--- config.mk ---
export PLATFORM = sky130hd
export DESIGN_NAME = computer_node
export DESIGN_NICKNAME = d
export VERILOG_FILES = /design/src/rtl/computer_node.sv
export SDC_FILE = /design/constraint.sdc
export NUM_CORES = 1
export LEC_CHECK = 0
export CAP_MARGIN = 10
export CORE_UTILIZATION = 40
export DETAILED_ROUTE_END_ITERATION = 8
export PLACE_DENSITY_LB_ADDON = 0.1
export SLEW_MARGIN = 20
export SYNTH_ARGS = -nofsm -noshare
export SYNTH_HDL_FRONTEND = slang
export SYNTH_SLANG_ARGS = --single-unit
--- constraint.sdc ---
create_clock -name clk -period 7.3 [get_ports clk]
set_clock_uncertainty 0.15 [all_clocks]
set_input_delay 1.095 -clock clk [delete_from_list [all_inputs] [get_ports clk]]
set_output_delay 1.095 -clock clk [all_outputs]
set_load 0.03 [all_outputs]
--- src/rtl/computer_node.sv ---
// ============================================================================
// Module      : computer_node
// Description : Fabric processor node. Accepts one addressed transfer, buffers
//               its payload and replies to the sender with a 16-bit checksum.
//               Optional build macro NODE_RANGE_CHECK_EN adds node-id range checks.
// Revision    : 1.0 - initial release
// ============================================================================
`default_nettype none

module computer_node #(
    parameter int RX_DEPTH = 16
) (
    input  logic        clk,
    input  logic        rst,
    input  logic [15:0] node_id,
    input  logic [15:0] max_node,
    input  logic [31:0] control_rx_packet,
    output logic [31:0] control_tx_packet,
    input  logic [15:0] data_rx_node_id,
    input  logic [31:0] data_rx_packet,
    output logic [31:0] data_tx_packet
);

    localparam int                 c_PTR_W   = $clog2(RX_DEPTH + 1);
    localparam int                 c_IDX_W   = (RX_DEPTH > 1) ? $clog2(RX_DEPTH) : 1;
    localparam logic [15:0]        c_DEPTH16 = 16'(RX_DEPTH);
    localparam logic [c_PTR_W-1:0] c_PTR_ONE = c_PTR_W'(1);

    typedef enum logic [2:0] {
        S_IDLE     = 3'd0,
        S_WAIT_HDR = 3'd1,
        S_RX_DATA  = 3'd2,
        S_TX_CTRL  = 3'd3,
        S_TX_GAP   = 3'd4,
        S_TX_HDR   = 3'd5,
        S_TX_DATA  = 3'd6
    } state_t;

    state_t             r_state;
    state_t             w_state_nxt;
    logic [31:0]        r_hdr;
    logic [c_PTR_W-1:0] r_cnt;
    logic [c_PTR_W-1:0] r_ptr;
    logic [15:0]        r_src;
    logic [15:0]        r_cksum;
    logic [15:0]        r_buf [RX_DEPTH];
    logic [31:0]        r_ctrl_tx;
    logic [31:0]        r_data_tx;

    logic [15:0]        w_ctrl_dest;
    logic [15:0]        w_ctrl_count;
    logic [15:0]        w_data_dest;
    logic [15:0]        w_data_payload;
    logic               w_ctrl_ok;
    logic               w_src_ok;
    logic               w_hdr_match;
    logic               w_word_valid;
    logic               w_word_ours;
    logic [c_PTR_W-1:0] w_ptr_inc;
    logic               w_last;
    logic               w_ctrl_accept;
    logic               w_hdr_accept;
    logic               w_store;
    logic               w_unused_ok;

    assign w_ctrl_dest    = control_rx_packet[31:16];
    assign w_ctrl_count   = control_rx_packet[15:0];
    assign w_data_dest    = data_rx_packet[31:16];
    assign w_data_payload = data_rx_packet[15:0];
    assign w_hdr_match    = (data_rx_packet == r_hdr);
    assign w_word_valid   = (data_rx_packet != 32'h0);
    assign w_word_ours    = (w_data_dest == node_id);
    assign w_ptr_inc      = r_ptr + c_PTR_ONE;
    assign w_last         = (w_ptr_inc == r_cnt);

`ifdef NODE_RANGE_CHECK_EN
    assign w_ctrl_ok   = (w_ctrl_dest == node_id) && (w_ctrl_count != 16'h0) &&
                         (w_ctrl_count <= c_DEPTH16) && (w_ctrl_dest < max_node);
    assign w_src_ok    = (data_rx_node_id < max_node) && (data_rx_node_id != node_id);
    assign w_unused_ok = ^r_buf[r_ptr[c_IDX_W-1:0]];
`else
    assign w_ctrl_ok   = (w_ctrl_dest == node_id) && (w_ctrl_count != 16'h0) &&
                         (w_ctrl_count <= c_DEPTH16);
    assign w_src_ok    = 1'b1;
    assign w_unused_ok = ^{max_node, r_buf[r_ptr[c_IDX_W-1:0]]};
`endif

    always_comb begin
        w_state_nxt   = r_state;
        w_ctrl_accept = 1'b0;
        w_hdr_accept  = 1'b0;
        w_store       = 1'b0;
        case (r_state)
            S_IDLE: begin
                if (w_ctrl_ok) begin
                    w_ctrl_accept = 1'b1;
                    w_state_nxt   = S_WAIT_HDR;
                end
            end
            S_WAIT_HDR: begin
                if (w_hdr_match) begin
                    if (w_src_ok) begin
                        w_hdr_accept = 1'b1;
                        w_state_nxt  = S_RX_DATA;
                    end else begin
                        w_state_nxt  = S_IDLE;
                    end
                end
            end
            S_RX_DATA: begin
                // A stray word for another node means the stream is corrupt: drop it silently.
                if (w_word_valid) begin
                    if (!w_word_ours) begin
                        w_state_nxt = S_IDLE;
                    end else begin
                        w_store = 1'b1;
                        if (w_last) begin
                            w_state_nxt = S_TX_CTRL;
                        end
                    end
                end
            end
            S_TX_CTRL: w_state_nxt = S_TX_GAP;
            S_TX_GAP:  w_state_nxt = S_TX_HDR;
            S_TX_HDR:  w_state_nxt = S_TX_DATA;
            S_TX_DATA: w_state_nxt = S_IDLE;
            default:   w_state_nxt = S_IDLE;
        endcase
    end

    always_ff @(posedge clk) begin
        if (rst) begin
            r_state   <= S_IDLE;
            r_hdr     <= 32'h0;
            r_cnt     <= '0;
            r_ptr     <= '0;
            r_src     <= 16'h0;
            r_cksum   <= 16'h0;
            r_ctrl_tx <= 32'h0;
            r_data_tx <= 32'h0;
        end else begin
            r_state <= w_state_nxt;
            if (w_ctrl_accept) begin
                r_hdr <= control_rx_packet;
                r_cnt <= w_ctrl_count[c_PTR_W-1:0];
            end
            if (w_hdr_accept) begin
                r_src   <= data_rx_node_id;
                r_cksum <= 16'h0;
                r_ptr   <= '0;
            end
            if (w_store) begin
                r_cksum <= r_cksum + w_data_payload;
                r_ptr   <= w_ptr_inc;
            end
            // Outputs are decoded from the next state so each reply word appears in its own state cycle.
            r_ctrl_tx <= (w_state_nxt == S_TX_CTRL) ? {r_src, 16'd1} : 32'h0;
            if (w_state_nxt == S_TX_HDR) begin
                r_data_tx <= {r_src, 16'd1};
            end else if (w_state_nxt == S_TX_DATA) begin
                r_data_tx <= {r_src, r_cksum};
            end else begin
                r_data_tx <= 32'h0;
            end
        end
    end

    always_ff @(posedge clk) begin
        if (w_store) begin
            r_buf[r_ptr[c_IDX_W-1:0]] <= w_data_payload;
        end
    end

    assign control_tx_packet = r_ctrl_tx;
    assign data_tx_packet    = r_data_tx;

endmodule

`default_nettype wire

==> results_dict.tcl, run 1 <==
set metrics [dict create \
    grt_antenna_before_repair 0 \
    status "finished, final reports clean" \
    drt_iter0_drc 257 \
    synthArstFlopShare_pct 0 \
    dieArea_mm2 0.0144 \
    path_clk_slew_ns 0.06 \
    fp.dieH_um 120 \
    critPathKind "in -> reg" \
    p_leak_nw 2.90 \
    drtAntennaViolNets 0 \
    drt_wl_total_mm 14.4 \
    syn2layout_area_growth_pct 38.9 \
    design_area_mm2 0.00776 \
    die_w_um 120 \
    insertion_delay_ns 0.41 \
    ys_ff_latch 121 \
    worstPathMaxFanout 21 \
    yosysWarnings 0 \
    rsz0062_at_grt "false" \
    postPlaceCellArea_mm2 0.00714 \
    grt_pass1_vias 4573 \
    drt-pass1-iter-count 5 \
    fill_cells 1219 \
    setup_viol 0 \
    regToRegSetupSlack_ns 4.30 \
    rows 42 \
    clock_sinks 121 \
    vias 4617 \
    clock.fmax_mhz 249 \
    cts_buffer_depth 2 \
    gp_congestion 0.920 \
    ys_seq_area_share_pct 43.4 \
    cts-resized-gates 0 \
    overflow 0 \
    holdPathStages 1 \
    required_ns 7.51 \
    fin_setup_tns_ns 0 \
    synth_edf_count 0 \
    antenna_cells 0 \
    grt_max_degree 76 \
    hpwl_mm 10.5 \
    wl_per_cell_um 15.6 \
    irDropWorstVdd_mv 0.147 \
    netlist_instances 584 \
    cts-root-buf "clkbuf_16" \
    finalCriticalPeriod_ns 4.02 \
    drive_above_1_share_pct 5.80 \
    cap_violations 0 \
    end_kind "flop" \
    period_share_pct 55.1 \
    cts_max_level 4 \
    ys.flop_type "dfxtp_1" \
    placed_cells 885 \
    netlist_area_mm2 0.00559 \
    postCtsSetupRepairBufs 0 \
    avgSynthCellArea_um2 9.56 \
    cts_buffers 17 \
    arrival_ns 4.23 \
    via_per_inst 5.03 \
    p_per_area_mw_per_mm2 214 \
    holdWs_ns 0.317 \
    cts_tree "built" \
    worstMarginPinSlew_ns 0.908 \
    hold_violations 0 \
    rr_worst_depth 8 \
    hold_buffers 0 \
    synth.distinct_cells 50 \
    fin_cells 917 \
    maxSlewViolCount 0 \
    initial_core_util_pct 41.5 \
    fin_util_pct 57.7 \
    min_path_type "reg -> reg" \
    io_pins 178 \
    slew_headroom_pct 39.5 \
    io_buffers 146 \
    fin_nets 859 \
    startpoint_type "input port" \
    core_area_mm2 0.0135 \
    drc 0 \
    grt_pass1_wl_mm 22.9 \
    grt_use_total_pct 20.6 \
]
## cells in the mapped netlist (all sizes together) (10+ instances only)
| cell | n | area share, % |
|---|---|---|
| nand2 | 17 | 1.1 |
| nand3b | 14 | 1.9 |
| clkbuf | 20 | 1.3 |
| and3 | 15 | 1.7 |
| dfxtp | 121 | 43 |
| nor4 | 25 | 2.9 |
| and2 | 46 | 5.2 |
| inv | 10 | 0.67 |
| buf | 21 | 2.6 |
| a21oi | 27 | 2.4 |
| ha | 16 | 3.6 |
| nor2 | 48 | 3.2 |
| xnor2 | 46 | 7.2 |
| nand4 | 15 | 1.7 |
| xor2 | 34 | 5.3 |
| mux2i | 39 | 7.0 |
## final cells by class
type / count / area, µm² / area share (%)
clock buffer: 18 / 429 / 5.53
clock inverter: 14 / 186 / 2.40
inverter: 10 / 37.5 / 0.484
multi-input combinational: 426 / 2960 / 38.2
sequential: 121 / 2420 / 31.2
tap: 176 / 220 / 2.84
timing repair buffer: 152 / 1500 / 19.4
## worst max-delay path, stage by stage
cell	delay [ns]
clkdlybuf4s50_1	0.55
xor2_1	0.22
nor4_1	0.36
nand4_1	0.26
nor3_2	0.16
buf_4	0.29
o2111ai_1	0.21
a221oi_2	0.67
buf_4	0.28
and2_1	0.13
## state kept, by name, indices dropped and copies added (netlist names)
| register | count |
|---|---|
| data_tx_packet | 32 |
| r_hdr | 32 |
| control_tx_packet | 17 |
| r_cksum | 16 |
| r_src | 16 |
| r_ptr | 5 |
| r_state | 3 |
## cells in the final DEF, fill, tap and decap left out, types with 4 or more instances in the layout
cell	instances
nand2_1	17
nand4_1	15
buf_4	6
and3_1	15
dfxtp_1	121
nand3b_1	14
xor2_1	34
inv_6	5
clkbuf_16	17
nor3_1	7
ha_1	16
o21ai_1	6
xnor2_1	46
clkdlybuf4s50_1	145
a21o_1	5
and2_1	46
or3_1	5
mux2i_1	39
conb_1	15
nor2_1	48
a21oi_1	27
nand3_1	7
nor4_1	24
inv_1	10
nor2b_1	4
## cell families (layout without fill, tap and decap cells)
group                    Yosys count  after routing  share of synthesized area [%]
buffers and inverters             51            194                           4.66
other                              1             15                         0.0671
XOR/XNOR                          80             80                           12.5
flip-flops                       121            121                           43.4
multiplexers                      39             39                           6.99
AO/OA/AOI/OAI                     62             62                           7.10
adder cells (fa/ha/maj)           17             17                           3.94
AND/OR/NAND/NOR                  213            213                           21.3
## report_power, final
part / total (mW) / switching [mW] / internal (mW)
clock network: 0.869 / 0.323 / 0.546
logic: 0.130 / 0.0621 / 0.0675
registers: 0.660 / 0.00000000148 / 0.660
total: 1.66 / 0.385 / 1.27
## routing by layer
metal  up-vias  global-route usage [%]  wire length, µm
met5         -                       0                0
met1      2144                    26.0             6570
met2       158                    33.7             6790
li1       2295                       -                -
met3        20                    4.66              752
met4         0                    8.44              240
## final timing paths
kind,start,endpoint
worst max-delay path,data_rx_packet[16],control_tx_packet[17]
worst min-delay path,r_src[9],data_tx_packet[25]
worst max register to register,r_state[0],control_tx_packet[17]
worst min register to register,r_src[9],data_tx_packet[25]
## through the flow
stage	power [mW]	setup slack, ns
after CTS	1.67	3.24
after detailed placement	0.804	2.82
after floorplan	0.731	4.15
after global routing	1.72	3.05
final	1.66	3.28
after global placement	0.803	2.70
No activity file was read; power rests on OpenSTA's default activity.
==> inputs of run 2 (changes only) <==
clock period = 3.5 ns   (was 7.3 ns; I/O delays follow)
==> run 2 against run 1 <==
Compared with the run above: sequential power rose by 110%; global-route usage grew 0.070 points; register-to-register slack lost 3.3 ns.
==> results_dict.tcl, run 2 (synthesis results as in run 1) <==
set metrics [dict create \
    die_w_um 120 \
    via_per_inst 5.07 \
    path_cells "clkdlybuf4s50_1 > ha_1 > and3_1 > a221oi_1 > a21oi_1 > a21o_1 > a21oi_1 > mux2i_1 > o41ai_1" \
    cts_max_level 4 \
    hpwl_mm 10.9 \
    drtAntennaViolNets 0 \
    holdCritStartpoint "r_src[3]" \
    clock.fmax_mhz 344 \
    grt_antenna_before_repair 0 \
    drt_iter0_drc 208 \
    p_total_mw 3.31 \
    startpoint_type "input port" \
    status "finished, final reports clean" \
    critPathLaunch "data_rx_packet[2]" \
    finalCriticalPeriod_ns 2.91 \
    irDropWorstVdd_mv 0.297 \
    dieArea_mm2 0.0144 \
    p_per_area_mw_per_mm2 425 \
    drt-pass1-iter-count 4 \
    cts_buffer_depth 2 \
    required_ns 3.62 \
    drc 0 \
    rr_worst_depth 8 \
    period_share_pct 83.0 \
    initial_core_util_pct 41.5 \
    fin_setup_tns_ns 0 \
    drt_wl_total_mm 14.2 \
    arrival_ns 3.03 \
    min_path_type "reg -> reg" \
    vias 4688 \
    rows 42 \
    gp_congestion 0.909 \
    io_buffers 146 \
    cap_violations 0 \
    wl_per_cell_um 15.4 \
    holdPathStages 1 \
    path_delay_family "compound AO/OA/AOI/OAI gates" \
    seq_power_share_pct 41.7 \
    hold_violations 0 \
    hold_buffers 0 \
    postCtsSetupRepairBufs 0 \
    crit_buf_inv 1 \
    io_pins 178 \
    worstPathMaxFanout 4 \
    antenna_cells 0 \
    rr_startpoint "r_cksum[2]" \
    p_leak_nw 2.91 \
    end_kind "flop" \
    regToRegSetupSlack_ns 0.98 \
    fp.dieH_um 120 \
    pwr-share-comb_pct 8.2 \
    core_area_mm2 0.0135 \
    grt_max_degree 75 \
    insertion_delay_ns 0.42 \
    clock_sinks 121 \
    critPathKind "in -> reg" \
    p_int_mw 2.51 \
    pwr-share-clk_pct 50.1 \
    r2r_end "r_cksum[9]" \
    slowest_delay_ns 0.53 \
    drive_above_1_share_pct 6.81 \
    cp_slowest_cell "clkdlybuf4s50_1" \
    grt_pass1_wl_mm 23.1 \
    swShare_pct 24.0 \
    rsz0062_at_grt "false" \
    maxSlewViolCount 0 \
    worstMarginPinSlew_ns 0.775 \
    fin_nets 867 \
    grt_pass1_vias 4745 \
    grt_use_total_pct 20.7 \
    overflow 0 \
    cts-resized-gates 0 \
    slew_headroom_pct 48.3 \
    cts_tree "built" \
    final_cell_mix "clkdlybuf4s50_1, dfxtp_1, nor2_1, xnor2_1, and2_1" \
    p_switching_mw 0.795 \
    whs_endpoint "data_tx_packet[19]" \
    cts_buffers 17 \
    path_clk_slew_ns 0.06 \
    setup_viol 0 \
    layout_commonest_cell "clkdlybuf4s50_1" \
    syn2layout_area_growth_pct 39.1 \
    fin_util_pct 57.7 \
    cts-root-buf "clkbuf_16" \
    path_common_cell "a21oi_1" \
]
-- run 2: worst reg2reg max path, stage by stage, from the launching register on --
cell	delay, ns
dfxtp_1	0.33
ha_1	0.34
and3_1	0.20
a221oi_1	0.49
a21oi_1	0.19
a21o_1	0.22
a21oi_1	0.18
mux2i_1	0.20
o41ai_1	0.08
-- run 2: power groups by stage --
stage               clock, mW  combinational (mW)  sequential [mW]
finish                   1.66               0.271             1.38
global route             1.76               0.291             1.38
CTS                      1.69               0.272             1.38
detailed placement          0               0.271             1.41
global placement            0               0.267             1.41
floorplan                   0               0.117             1.41
-- run 2: stage by stage --
step | cell area, µm² | hold WS (ns) | instances | setup slack [ns]
3_5_place_dp | 7200 | 0.307 | 893 | 0.202
2_1_floorplan | 5640 | 0.292 | 598 | 0.919
4_1_cts | 7770 | 0.322 | 925 | 0.571
3_3_place_gp | 7200 | 0.297 | 893 | 0.259
5_1_grt | 7770 | 0.343 | 925 | 0.361
6_report | 7770 | 0.318 | 925 | 0.594
-- run 2: how the worst max path moves through the flow --
stage	to	cells after the start
floorplan	r_cksum[14]	9
global placement	r_cksum[9]	9
detailed placement	r_cksum[9]	9
CTS	r_cksum[9]	9
global route	r_cksum[9]	9
finish	r_cksum[9]	9
-- run 2: area by class of cell --
cell class	count	area, µm²
Tap cell	176	220
Clock inverter	14	136
Multi-Input combinational cell	426	2960
Fill cell	1213	5680
Sequential cell	121	2420
Inverter	10	37.5
Clock buffer	18	429
Timing Repair Buffer	160	1560
-- run 2: per-layer routing --
metal | part of all wire [%] | GRT usage, % | wire length (µm)
met5 | 0 | 0 | 0
met3 | 5.4 | 4.99 | 773
met2 | 49 | 35.5 | 7020
met4 | 1.3 | 7.42 | 187
met1 | 44 | 24.9 | 6240
